==> src/rtl/arch_pkg.sv <==
// Shared widths, reset/bubble constants and the fetch FSM encoding for the
// instruction-fetch stage.
package arch_pkg;
    localparam int WORD_W = 32;
    localparam logic [WORD_W-1:0] NOP_INST = 32'hF000_0000;
    localparam logic [WORD_W-1:0] RESET_PC = 32'h0000_0000;

    typedef enum logic [1:0] {
        IDLE = 2'd0,
        WAIT = 2'd1,
        DROP = 2'd2
    } fetch_state_t;
endpackage

==> src/rtl/fetch_skid_reg.sv <==
// One-entry {instruction, pc} holding register that catches a fetch which
// completes while the IF/ID register is frozen.
module fetch_skid_reg
    import arch_pkg::*;
(
    input  logic              CLK,
    input  logic              RST,
    input  logic              load_i,
    input  logic              unload_i,
    input  logic              clear_i,
    input  logic [WORD_W-1:0] instr_i,
    input  logic [WORD_W-1:0] pc_i,
    output logic              valid_o,
    output logic [WORD_W-1:0] instr_o,
    output logic [WORD_W-1:0] pc_o
);
    logic              valid_q, valid_d;
    logic [WORD_W-1:0] instr_q, instr_d;
    logic [WORD_W-1:0] pc_q, pc_d;

    // Clear (redirect) wins over load, load wins over unload.
    always_comb begin
        valid_d = valid_q;
        instr_d = instr_q;
        pc_d    = pc_q;
        if (clear_i) begin
            valid_d = 1'b0;
        end else if (load_i) begin
            valid_d = 1'b1;
            instr_d = instr_i;
            pc_d    = pc_i;
        end else if (unload_i) begin
            valid_d = 1'b0;
        end
    end

    always_ff @(posedge CLK or negedge RST) begin
        if (!RST) begin
            valid_q <= 1'b0;
            instr_q <= '0;
            pc_q    <= '0;
        end else begin
            valid_q <= valid_d;
            instr_q <= instr_d;
            pc_q    <= pc_d;
        end
    end

    assign valid_o = valid_q;
    assign instr_o = instr_q;
    assign pc_o    = pc_q;
endmodule

==> src/rtl/if_fetch_unit.sv <==
// Instruction-fetch stage: owns the PC, runs the imem req/ack handshake and
// drives the IF/ID register, with freeze, branch redirect and a skid entry.
module if_fetch_unit #(
    parameter logic [31:0] RESET_PC = arch_pkg::RESET_PC,
    parameter logic [31:0] NOP_INST = arch_pkg::NOP_INST
) (
    input  logic        CLK,
    input  logic        RST,
    input  logic        freeze,
    input  logic        Branch_taken,
    input  logic [31:0] Branch_Address,
    output logic        imem_req,
    output logic [31:0] imem_addr,
    input  logic        imem_ack,
    input  logic [31:0] imem_rdata,
    output logic [31:0] Instruction,
    output logic [31:0] PC,
    output logic        inst_valid,
    output logic [1:0]  dbg_state_o
);
    import arch_pkg::*;

    // Handshake: imem_req/imem_addr are registered and held until a cycle
    // with imem_req && imem_ack; that cycle is the transfer (may be the first).
    fetch_state_t state_q, state_d;
    logic         req_q, req_d;
    logic [31:0]  addr_q, addr_d;
    logic [31:0]  pc_q, pc_d;
    logic [31:0]  instr_q, instr_d;
    logic [31:0]  ifpc_q, ifpc_d;
    logic         valid_q, valid_d;

    logic         xfer, accept;
    logic         skid_valid;
    logic [31:0]  skid_instr, skid_pc;

    assign xfer   = req_q && imem_ack;
    assign accept = (state_q == WAIT) && xfer && !Branch_taken;

    fetch_skid_reg u_skid (
        .CLK      (CLK),
        .RST      (RST),
        .load_i   (accept && freeze),
        .unload_i (!Branch_taken && !freeze && skid_valid),
        .clear_i  (Branch_taken),
        .instr_i  (imem_rdata),
        .pc_i     (pc_q + 32'd4),
        .valid_o  (skid_valid),
        .instr_o  (skid_instr),
        .pc_o     (skid_pc)
    );

    always_comb begin
        state_d = state_q;
        req_d   = req_q;
        addr_d  = addr_q;
        pc_d    = pc_q;
        instr_d = instr_q;
        ifpc_d  = ifpc_q;
        valid_d = valid_q;
        if (Branch_taken) begin
            pc_d    = Branch_Address & 32'hFFFF_FFFC;
            instr_d = NOP_INST;
            valid_d = 1'b0;
            // An in-flight request must finish before the target is issued.
            if (state_q != IDLE) begin
                if (xfer) begin
                    state_d = IDLE;
                    req_d   = 1'b0;
                end else begin
                    state_d = DROP;
                end
            end
        end else begin
            if (!freeze) begin
                if (skid_valid) begin
                    instr_d = skid_instr;
                    ifpc_d  = skid_pc;
                    valid_d = 1'b1;
                end else if (accept) begin
                    instr_d = imem_rdata;
                    ifpc_d  = pc_q + 32'd4;
                    valid_d = 1'b1;
                end else begin
                    instr_d = NOP_INST;
                    valid_d = 1'b0;
                end
            end
            case (state_q)
                IDLE: begin
                    if (!skid_valid || !freeze) begin
                        req_d   = 1'b1;
                        addr_d  = pc_q;
                        state_d = WAIT;
                    end
                end
                WAIT: begin
                    if (xfer) begin
                        pc_d = pc_q + 32'd4;
                        if (freeze) begin
                            req_d   = 1'b0;
                            state_d = IDLE;
                        end else begin
                            addr_d = pc_q + 32'd4;
                        end
                    end
                end
                DROP: begin
                    if (xfer) begin
                        addr_d  = pc_q;
                        state_d = WAIT;
                    end
                end
                default: begin
                    req_d   = 1'b0;
                    state_d = IDLE;
                end
            endcase
        end
    end

    always_ff @(posedge CLK or negedge RST) begin
        if (!RST) begin
            state_q <= IDLE;
            req_q   <= 1'b0;
            addr_q  <= RESET_PC;
            pc_q    <= RESET_PC;
            instr_q <= NOP_INST;
            ifpc_q  <= 32'h0;
            valid_q <= 1'b0;
        end else begin
            state_q <= state_d;
            req_q   <= req_d;
            addr_q  <= addr_d;
            pc_q    <= pc_d;
            instr_q <= instr_d;
            ifpc_q  <= ifpc_d;
            valid_q <= valid_d;
        end
    end

    assign imem_req    = req_q;
    assign imem_addr   = addr_q;
    assign Instruction = instr_q;
    assign PC          = ifpc_q;
    assign inst_valid  = valid_q;
    assign dbg_state_o = state_q;
endmodule

==> config.mk <==
export PLATFORM = sky130hd
export DESIGN_NAME = if_fetch_unit
export DESIGN_NICKNAME = d
export VERILOG_FILES = /design/src/rtl/arch_pkg.sv /design/src/rtl/fetch_skid_reg.sv /design/src/rtl/if_fetch_unit.sv
export SDC_FILE = /design/constraint.sdc
export NUM_CORES = 1
export LEC_CHECK = 0
export ABC_AREA = 1
export BUFFER_PORTS_ARGS = -buffer_cell sky130_fd_sc_hd__buf_2
export CORE_ASPECT_RATIO = 1.5
export CORE_MARGIN = 8
export CORE_UTILIZATION = 40
export DETAILED_ROUTE_END_ITERATION = 8
export PLACE_DENSITY_LB_ADDON = 0.08
export SKIP_CTS_REPAIR_TIMING = 1
export SYNTH_ARGS = -nofsm -noshare
export SYNTH_HDL_FRONTEND = slang
export SYNTH_SLANG_ARGS = --single-unit
==> constraint.sdc <==
create_clock -name CLK -period 2.1 [get_ports CLK]
set_input_delay 0.42 -clock CLK [delete_from_list [all_inputs] [get_ports CLK]]
set_output_delay 0.42 -clock CLK [all_outputs]
set_load 0.01 [all_outputs]
==> flow_summary.json, run 1 <==
{
  "status": "finished clean",
  "cts.path.max_buffers": 2,
  "grt_overflow": 0,
  "drcViolationCount": 0,
  "worstHoldEndpoint": "u_skid.instr_o[22]",
  "routabilityCongestion": 0.820,
  "maxCapViolations": 0,
  "synth-compound-area-share": 0.107,
  "core-area_um2": 23100,
  "timing.fmax_ghz": 0.538,
  "drv_slew": 0,
  "muxShareOfSynthArea": 0,
  "cts_tree": "yes",
  "p_seq_frac": 0.440,
  "num_vias": 8600,
  "ys_types": 30,
  "diodes": 0,
  "irDropWorstVdd_mv": 0.739,
  "relSlewSlack": 0.641,
  "worst_slew_pin_slew_ns": 0.539,
  "die_area_um2": 28700,
  "vias_per_cell": 4.97,
  "dr.pass1.iters": 5,
  "dieWidth_um": 141,
  "hold_class": "input pin to flip-flop",
  "setup_viol": 0,
  "syn_avg_cell_area_um2": 7.51,
  "ys_seq_area_frac": 0.504,
  "ant_nets": 0,
  "synth_simple_gate_area_frac": 0.308,
  "place_hpwl_mm": 20.5,
  "crit_arrival_ns": 2.17,
  "r2r-end": "u_skid.pc_o[22]",
  "cts-htree-levels": 4,
  "crit_type": "flip-flop to flip-flop",
  "rsz0062_at_grt": "false",
  "worst_skew_pair.late_latency_ns": 0.44,
  "clock-sinks": 189,
  "syn_inst": 1251,
  "portBuffers": 162,
  "synthAdderAreaFrac": 0.00133,
  "antenna_found_initial": 0,
  "clockRootBuffer": "clkbuf_16",
  "dpl_worst_slack_ns": 0.263,
  "cp-start-kind": "flip-flop",
  "postLayoutSetupSlackWorst_ns": 0.242,
  "r2r_start": "pc_q[3]",
  "finalCritPeriodShare": 0.885,
  "r2r_cells": 10,
  "nNetsFinal": 1471,
  "reg2reg_slack_ns": 0.24,
  "cp_max_fo": 7,
  "ys_ff_latch": 189,
  "syn_area_um2": 9390,
  "min_from": "imem_rdata[22]",
  "switching_share": 0.343,
  "cts_buffers": 17,
  "intPower_mw": 7.69,
  "finalSetupTns_ns": 0,
  "clock_skew_ns": 0.0124,
  "fillerInstances": 2356,
  "yosys_warnings": 0,
  "p_per_area_nw_per_um2": 1040,
  "grt_max_degree": 57,
  "initial_core_util": 0.407,
  "synthXorXnorAreaFrac": 0.00560,
  "drt_iter0_markers": 580,
  "worstPathRequired_ns": 2.41,
  "wire_per_inst_um": 16.6,
  "rows": 68,
  "worst_setup_path_end_kind": "flip-flop",
  "clk_pin_slew_ns": 0.07,
  "grt_pass1_vias": 8519,
  "power_frac_comb": 0.270,
  "min_period_ns": 1.86,
  "io_pins": 169,
  "p_leak_nw": 5.94,
  "area_growth_pct": 20.4,
  "hold_depth": 3,
  "drive_above_1_share": 0.182,
  "die-height_um": 204,
  "final-hold-violation-count": 0,
  "fin_util": 0.490,
  "track_usage": 0.204,
  "p_switching_mw": 4.02,
  "synth_top_family_by_area": "simple AND/OR/NAND/NOR gates",
  "grt_pass1_wl_mm": 46.1,
  "routed_wl_mm": 28.7,
  "p_clk_frac": 0.290
}
placed cells by master, fill, tap and decap left out, types with 2 or more instances in the layout:
cell type	count
o21ai_1	33
nor2_4	6
a31oi_1	6
dfstp_2	4
o22ai_1	3
clkinv_4	2
nand2_2	5
or2_1	2
clkinv_2	2
inv_6	4
nor3_1	2
inv_2	9
clkbuf_16	17
clkbuf_8	5
nor2_2	4
o21ai_0	77
buf_12	11
dfrtp_1	185
buf_4	23
and2_1	3
nand2_1	467
buf_2	161
o211ai_1	11
a21oi_1	59
xor2_1	5
nand3_1	149
bufinv_16	2
conb_1	4
nor2_1	57
inv_1	89
flip-flops by register name, summed over array words and instances, names as in the netlist:
name	flops
Instruction	32
PC	30
pc_q	30
dbg_state_o	2
u_skid.instr_o	32
imem_addr	30
u_skid.valid_o	1
u_skid.pc_o	30
inst_valid	1
imem_req	1
per-layer routing:
layer	part of all wire	vias to the layer above	global-route usage	wire [um]
li1	-	4304	-	-
met1	0.41	3990	0.246	11900
met2	0.49	264	0.346	14100
met3	0.070	42	0.0529	2000
met4	0.022	0	0.0720	629
met5	0	-	0	0
how the worst max path moves through the flow:
stage / start / endpoint / slack, ns / depth (start not counted)
after detailed placement: pc_q[3] / u_skid.pc_o[22] / 0.26 / 10
after CTS: pc_q[3] / u_skid.pc_o[22] / 0.23 / 10
after global placement: pc_q[3] / imem_addr[26] / 0.29 / 10
after global routing: pc_q[3] / pc_q[26] / 0.04 / 10
final: pc_q[3] / u_skid.pc_o[22] / 0.24 / 10
after floorplan: pc_q[2] / imem_addr[10] / 0.51 / 8
cell type report:
class / instances / area, um2 / area share
inverter: 98 / 368 / 0.0325
clock inverter: 11 / 130 / 0.0115
clock buffer: 21 / 480 / 0.0425
multi-input combinational: 898 / 3980 / 0.352
sequential: 189 / 4730 / 0.419
tap: 315 / 394 / 0.0349
timing repair buffer: 197 / 1220 / 0.108
kinds of logic (layout without fill, tap and decap cells):
family                   Yosys count  in the layout
AO/OA/AOI/OAI                    191            191
AND/OR/NAND/NOR                  696            696
XOR/XNOR                           6              6
flip-flops                       189            189
other                              1              4
adder cells (fa/ha/maj)            1              1
buffers and inverters            167            327
synthesized netlist by cell type:
cell type,count,share of area
o211ai_1,11,0.0088
clkbuf_1,21,0.0084
or2_1,2,0.0013
buf_2,30,0.016
conb_1,1,0.00040
dfstp_2,4,0.011
buf_4,8,0.0064
buf_1,10,0.0040
inv_1,90,0.036
o21ai_1,33,0.018
o21a_1,1,0.00080
and2_1,3,0.0020
nor2_1,57,0.023
inv_2,8,0.0032
dfrtp_1,185,0.49
o22ai_1,3,0.0020
ha_1,1,0.0013
xnor2_1,1,0.00093
a31oi_1,6,0.0040
a21oi_1,59,0.031
xor2_1,5,0.0047
nand2_2,5,0.0033
nor2_4,6,0.0072
o21ai_2,1,0.00093
nand2_1,467,0.19
nand3_1,149,0.079
nor3_1,2,0.0011
nor2_2,4,0.0027
o21ai_0,77,0.041
nand4_2,1,0.0013
per-stage QoR:
step / std cells / instance area [um2] / total power, mW / hold slack, ns
after global routing: 1729 / 11300 / 12.5 / 0.196
after floorplan: 1254 / 9400 / 7.05 / 0.124
final: 1729 / 11300 / 11.7 / 0.198
after CTS: 1728 / 11300 / 11.9 / -0.0274
after global placement: 1696 / 10700 / 8.37 / 0.447
after detailed placement: 1696 / 10700 / 8.44 / 0.450
critical path: stages, from the launching register on:
cell and delay (ns):
dfrtp_1 0.41, ha_1 0.22, nand2_1 0.08, nor2_1 0.19, nand2_2 0.20, nor2_4 0.22
nand2_1 0.07, nand2_1 0.10, nand2_1 0.09, nand2_1 0.06, o21ai_0 0.09
power by group through the flow:
stage          clock, mW  sequential, mW  combinational, mW
2_1_floorplan          0            5.39               1.66
3_3_place_gp           0            5.20               3.17
3_5_place_dp           0            5.23               3.21
4_1_cts             3.49            5.16               3.23
5_1_grt             3.60            5.28               3.64
6_report            3.39            5.15               3.16
Note: power is estimated with default switching activity, not from simulation.
==> run 2: changes to the inputs <==
- RECOVER_POWER: unset -> 25
==> run 2 against run 1 <==
Maximum frequency is 0.58% higher. Critical path depth stayed put. Sequential power hardly changed. Combinational power hardly changed. Clock skew is 0.00074 ns lower. Global-route usage stayed put. Sequential share of layout area is 0.074 points higher. Via count hardly changed. Design area is 0.18% lower.
==> flow_summary.json, run 2 (same netlist as run 1, synthesis figures left out) <==
{
  "timing.critical_path.cells": "ha_1, nand2_1, nor2_1, nand2_2, nor2_4, nand2_1, nand2_1, nand2_1, nand2_1, o21ai_0",
  "relSlewSlack": 0.0356,
  "dieWidth_um": 141,
  "maxUsedRoutingLayer": "met4",
  "grt_max_degree": 57,
  "cts-htree-levels": 4,
  "place_hpwl_mm": 20.5,
  "clk_pin_slew_ns": 0.07,
  "critPathMaxStageDelay_ns": 0.41,
  "worst_slew_pin_slew_ns": 1.45,
  "p_leak_nw": 5.93,
  "p_per_area_nw_per_um2": 1040,
  "num_vias": 8597,
  "seqCellArea_um2": 4730,
  "multi_input_area_um2": 3980,
  "cts.path.max_buffers": 2,
  "crit_family": "simple AND/OR/NAND/NOR gates",
  "dr.pass1.iters": 5,
  "core-area_um2": 23100,
  "reg2reg_slack_ns": 0.25,
  "clock-sinks": 189,
  "timing.fmax_ghz": 0.541,
  "vias_per_cell": 4.97,
  "rows": 68,
  "die-height_um": 204,
  "crit_path_top_delay_cell": "dfrtp_1",
  "final_cell_mix": "nand2_1, dfrtp_1, buf_2",
  "diodes": 0,
  "routabilityCongestion": 0.820,
  "rsz0062_at_grt": "false",
  "cts_tree": "yes",
  "ant_nets": 0,
  "fillerInstances": 2361,
  "drive_above_1_share": 0.182,
  "met2_length_mm": 14.1,
  "area_growth_pct": 20.2,
  "io_pins": 169,
  "drcViolationCount": 0,
  "final-hold-violation-count": 0,
  "cp_max_fo": 7,
  "worst_skew_pair.late_latency_ns": 0.44,
  "wl_met1_mm": 11.9,
  "finalSetupTns_ns": 0,
  "status": "finished clean",
  "grt_pass1_wl_mm": 46.1,
  "irDropWorstVdd_mv": 0.741,
  "drv_slew": 0,
  "cp_num_buf_inv": 0,
  "crit_type": "flip-flop to flip-flop",
  "final_common_cell": "nand2_1",
  "routed-wl-met3_mm": 1.96,
  "nNetsFinal": 1471,
  "clockRootBuffer": "clkbuf_16",
  "worstPathRequired_ns": 2.41,
  "worst_setup_path_end_kind": "flip-flop",
  "antenna_found_initial": 0,
  "crit_top_cell": "nand2_1",
  "crit_arrival_ns": 2.16,
  "setup_viol": 0,
  "initial_core_util": 0.407,
  "cts_buffers": 17,
  "drt_iter0_markers": 581,
  "hold_class": "input pin to flip-flop",
  "min_period_ns": 1.85,
  "maxCapViolations": 0,
  "portBuffers": 162,
  "die_area_um2": 28700,
  "grt_pass1_vias": 8519,
  "wire_per_inst_um": 16.6,
  "final_area_um2": 11300,
  "grt_overflow": 0,
  "routed_wl_mm": 28.7,
  "track_usage": 0.204,
  "clock_skew_ns": 0.0116,
  "placed_area_um2": 10700,
  "finalCritPeriodShare": 0.880,
  "cp-start-kind": "flip-flop"
}
run 2: cell counts in the layout (fill, tap and decap cells not counted):
Identical to the previous run, type by type.
run 2: metal layers:
layer	GRT usage	up-vias
met4	0.0720	0
li1	-	4304
met1	0.246	3985
met5	0	-
met3	0.0529	46
met2	0.346	262
run 2: worst min-delay path, cell delays in order:
cell     delay [ns]
buf_2          0.08
nand2_1        0.04
o21ai_0        0.05
run 2: per-stage QoR:
step	power, mW	hold slack (ns)	setup slack (ns)	instances	utilization
2_1_floorplan	7.05	0.124	0.506	1254	-
3_3_place_gp	8.37	0.447	0.292	1696	0.464
3_5_place_dp	8.44	0.450	0.263	1696	0.464
4_1_cts	11.9	-0.0274	0.228	1728	0.490
5_1_grt	12.5	0.196	0.0395	1729	0.490
6_report	11.7	0.196	0.253	1729	0.490
run 2: worst paths after layout:
path	startpoint	end	cells past startpoint
max in group asynchronous	RST	imem_addr[8]	3
max	pc_q[3]	u_skid.pc_o[22]	10
min in group asynchronous	RST	Instruction[20]	2
min	imem_rdata[22]	u_skid.instr_o[22]	3
min reg2reg	u_skid.instr_o[31]	u_skid.instr_o[31]	2
max reg2reg	pc_q[3]	u_skid.pc_o[22]	10
run 2: where the power goes:
| group | internal (mW) | total [mW] | switching [mW] |
|---|---|---|---|
| clock | 1.90 | 3.40 | 1.50 |
| sequential | 4.62 | 5.15 | 0.534 |
| combinational | 1.17 | 3.16 | 1.99 |
run 2: layout make-up:
class / instances / share of cell area
inverters: 98 / 0.0326
flip-flops and latches: 189 / 0.419
multi-input cells: 898 / 0.352
well taps: 315 / 0.0349
clock buffers: 21 / 0.0426
clock inverters: 11 / 0.0115
repair buffers: 197 / 0.107
==> run 3: changes to the inputs <==
- CELL_PAD_IN_SITES_DETAIL_PLACEMENT: unset -> 1
- CELL_PAD_IN_SITES_GLOBAL_PLACEMENT: unset -> 2
- CORE_UTILIZATION: 40 -> 32
==> run 3 against run 2 <==
Hold slack got worse by 0.016 ns. Design area increased by 0.55%. Global-route usage decreased by 1.2 points. Largest power group unchanged.
==> flow_summary.json, run 3 (same netlist as run 1, synthesis figures left out) <==
{
  "use_met2": 0.323,
  "hold_class": "input pin to flip-flop",
  "crit_top_cell": "nand2_1",
  "worst_slew_pin_slew_ns": 1.21,
  "status": "finished clean",
  "vias_per_cell": 4.80,
  "worst_setup_path_end_kind": "flip-flop",
  "timing.critical_path.cells": "ha_1, nand2_1, nor2_2, nand2_1, o21ai_0, nand2_1, o21ai_1, nand2_1",
  "drv_slew": 0,
  "cts-htree-levels": 4,
  "dp.cells": 1773,
  "clockRootBuffer": "clkbuf_16",
  "r2r_cells": 8,
  "place_hpwl_mm": 23.5,
  "cp_max_fo": 5,
  "crit_arrival_ns": 2.18,
  "fin_hold_ws_ns": 0.181,
  "multi_input_area_um2": 3990,
  "worst_skew_pair.late_latency_ns": 0.45,
  "seqCellArea_um2": 4730,
  "wire_per_inst_um": 18.1,
  "finalCritPeriodShare": 0.880,
  "maxCapViolations": 0,
  "clk_pin_slew_ns": 0.07,
  "area_growth_pct": 20.9,
  "die_area_um2": 35200,
  "p_per_area_nw_per_um2": 1040,
  "busiest_layer": "met2",
  "hold_depth": 3,
  "reg2reg_slack_ns": 0.25,
  "finalSetupTns_ns": 0,
  "startpoint": "pc_q[3]",
  "crit_type": "flip-flop to flip-flop",
  "setup_viol": 0,
  "dieWidth_um": 156,
  "diodes": 0,
  "cts_tree": "yes",
  "antenna_found_initial": 0,
  "p_leak_nw": 5.91,
  "routabilityCongestion": 0.785,
  "cp-start-kind": "flip-flop",
  "fillerInstances": 3671,
  "routed_wl_mm": 32.7,
  "portBuffers": 162,
  "drt_iter0_markers": 328,
  "clock_skew_ns": 0.0122,
  "cp-endpoint": "PC[16]",
  "relSlewSlack": 0.192,
  "ant_nets": 0,
  "grtUsageMet3": 0.0467,
  "final-hold-violation-count": 0,
  "core-area_um2": 29200,
  "r2r_start": "pc_q[3]",
  "timing.fmax_ghz": 0.541,
  "grt_pass1_vias": 9128,
  "min_period_ns": 1.85,
  "grt_pass1_wl_mm": 52.4,
  "worstPathRequired_ns": 2.44,
  "instances_no_fill": 1806,
  "r2r-end": "PC[16]",
  "grt_max_degree": 63,
  "use_met1": 0.237,
  "crit_path_top_delay_cell": "dfrtp_1",
  "final_cell_mix": "nand2_1, dfrtp_1, buf_2",
  "initial_core_util": 0.322,
  "irDropWorstVdd_mv": 0.601,
  "track_usage": 0.193,
  "die-height_um": 226,
  "cts_buffers": 17,
  "nNetsFinal": 1468,
  "clock-sinks": 189,
  "drcViolationCount": 0,
  "io_pins": 169,
  "drive_above_1_share": 0.182,
  "critPathMaxStageDelay_ns": 0.41,
  "grt_overflow": 0,
  "final_common_cell": "nand2_1",
  "rows": 77,
  "dr.pass1.iters": 4,
  "num_vias": 8664,
  "cts.path.max_buffers": 2
}
==> run 3: cell count changes in the layout (fill, tap and decap cells not counted), moves of 2 or more <==
cell,before,now
nor2_1,57,55
clkinvlp_4,1,4
buf_4,22,19
nor2_2,4,6
buf_12,10,8
inv_6,4,0
clkbuf_8,4,1
clkinv_4,2,4
==> run 3: routing by layer <==
metal / wire length (um) / up-vias / part of all wire
met3: 1540 / 30 / 0.047
li1: - / 4272 / -
met2: 16000 / 129 / 0.49
met5: 0 / - / 0
met1: 14600 / 4233 / 0.45
met4: 624 / 0 / 0.019
==> run 3: worst max-delay path, delay by kind of cell (launching register included) <==
family | cells | cell delay [ns]
flops | 1 | 0.41
fa+ha+maj | 1 | 0.24
compound gates | 2 | 0.40
simple gates | 5 | 0.67
==> run 3: cell type report <==
| type | count | area share |
|---|---|---|
| Sequential cell | 189 | 0.417 |
| Multi-Input combinational cell | 898 | 0.351 |
| Timing Repair Buffer | 194 | 0.102 |
| Tap cell | 395 | 0.0435 |
| Clock buffer | 18 | 0.0387 |
| Inverter | 98 | 0.0324 |
| Clock inverter | 14 | 0.0150 |
==> run 3: worst min-delay path by stage <==
stage,from,to
finish,imem_rdata[29],u_skid.instr_o[29]
global route,Branch_Address[21],pc_q[21]
detailed placement,RST,imem_addr[4]
CTS,RST,imem_addr[4]
floorplan,RST,Instruction[0]
global placement,RST,imem_addr[4]
==> run 3: report_power, final <==
group / internal, mW / switching [mW] / total (mW)
Sequential: 4.62 / 0.543 / 5.16
Combinational: 1.16 / 2.06 / 3.22
Clock: 1.91 / 1.54 / 3.44
==> run 3: stage by stage <==
| stage | cell area (um2) | utilization | worst slack [ns] | total power, mW |
|---|---|---|---|---|
| floorplan | 9400 | - | 0.506 | 7.05 |
| global placement | 10800 | 0.368 | 0.227 | 8.46 |
| detailed placement | 10800 | 0.368 | 0.184 | 8.56 |
| CTS | 11400 | 0.389 | 0.169 | 12.1 |
| global route | 11400 | 0.389 | -0.00592 | 12.7 |
| finish | 11400 | 0.389 | 0.252 | 11.8 |
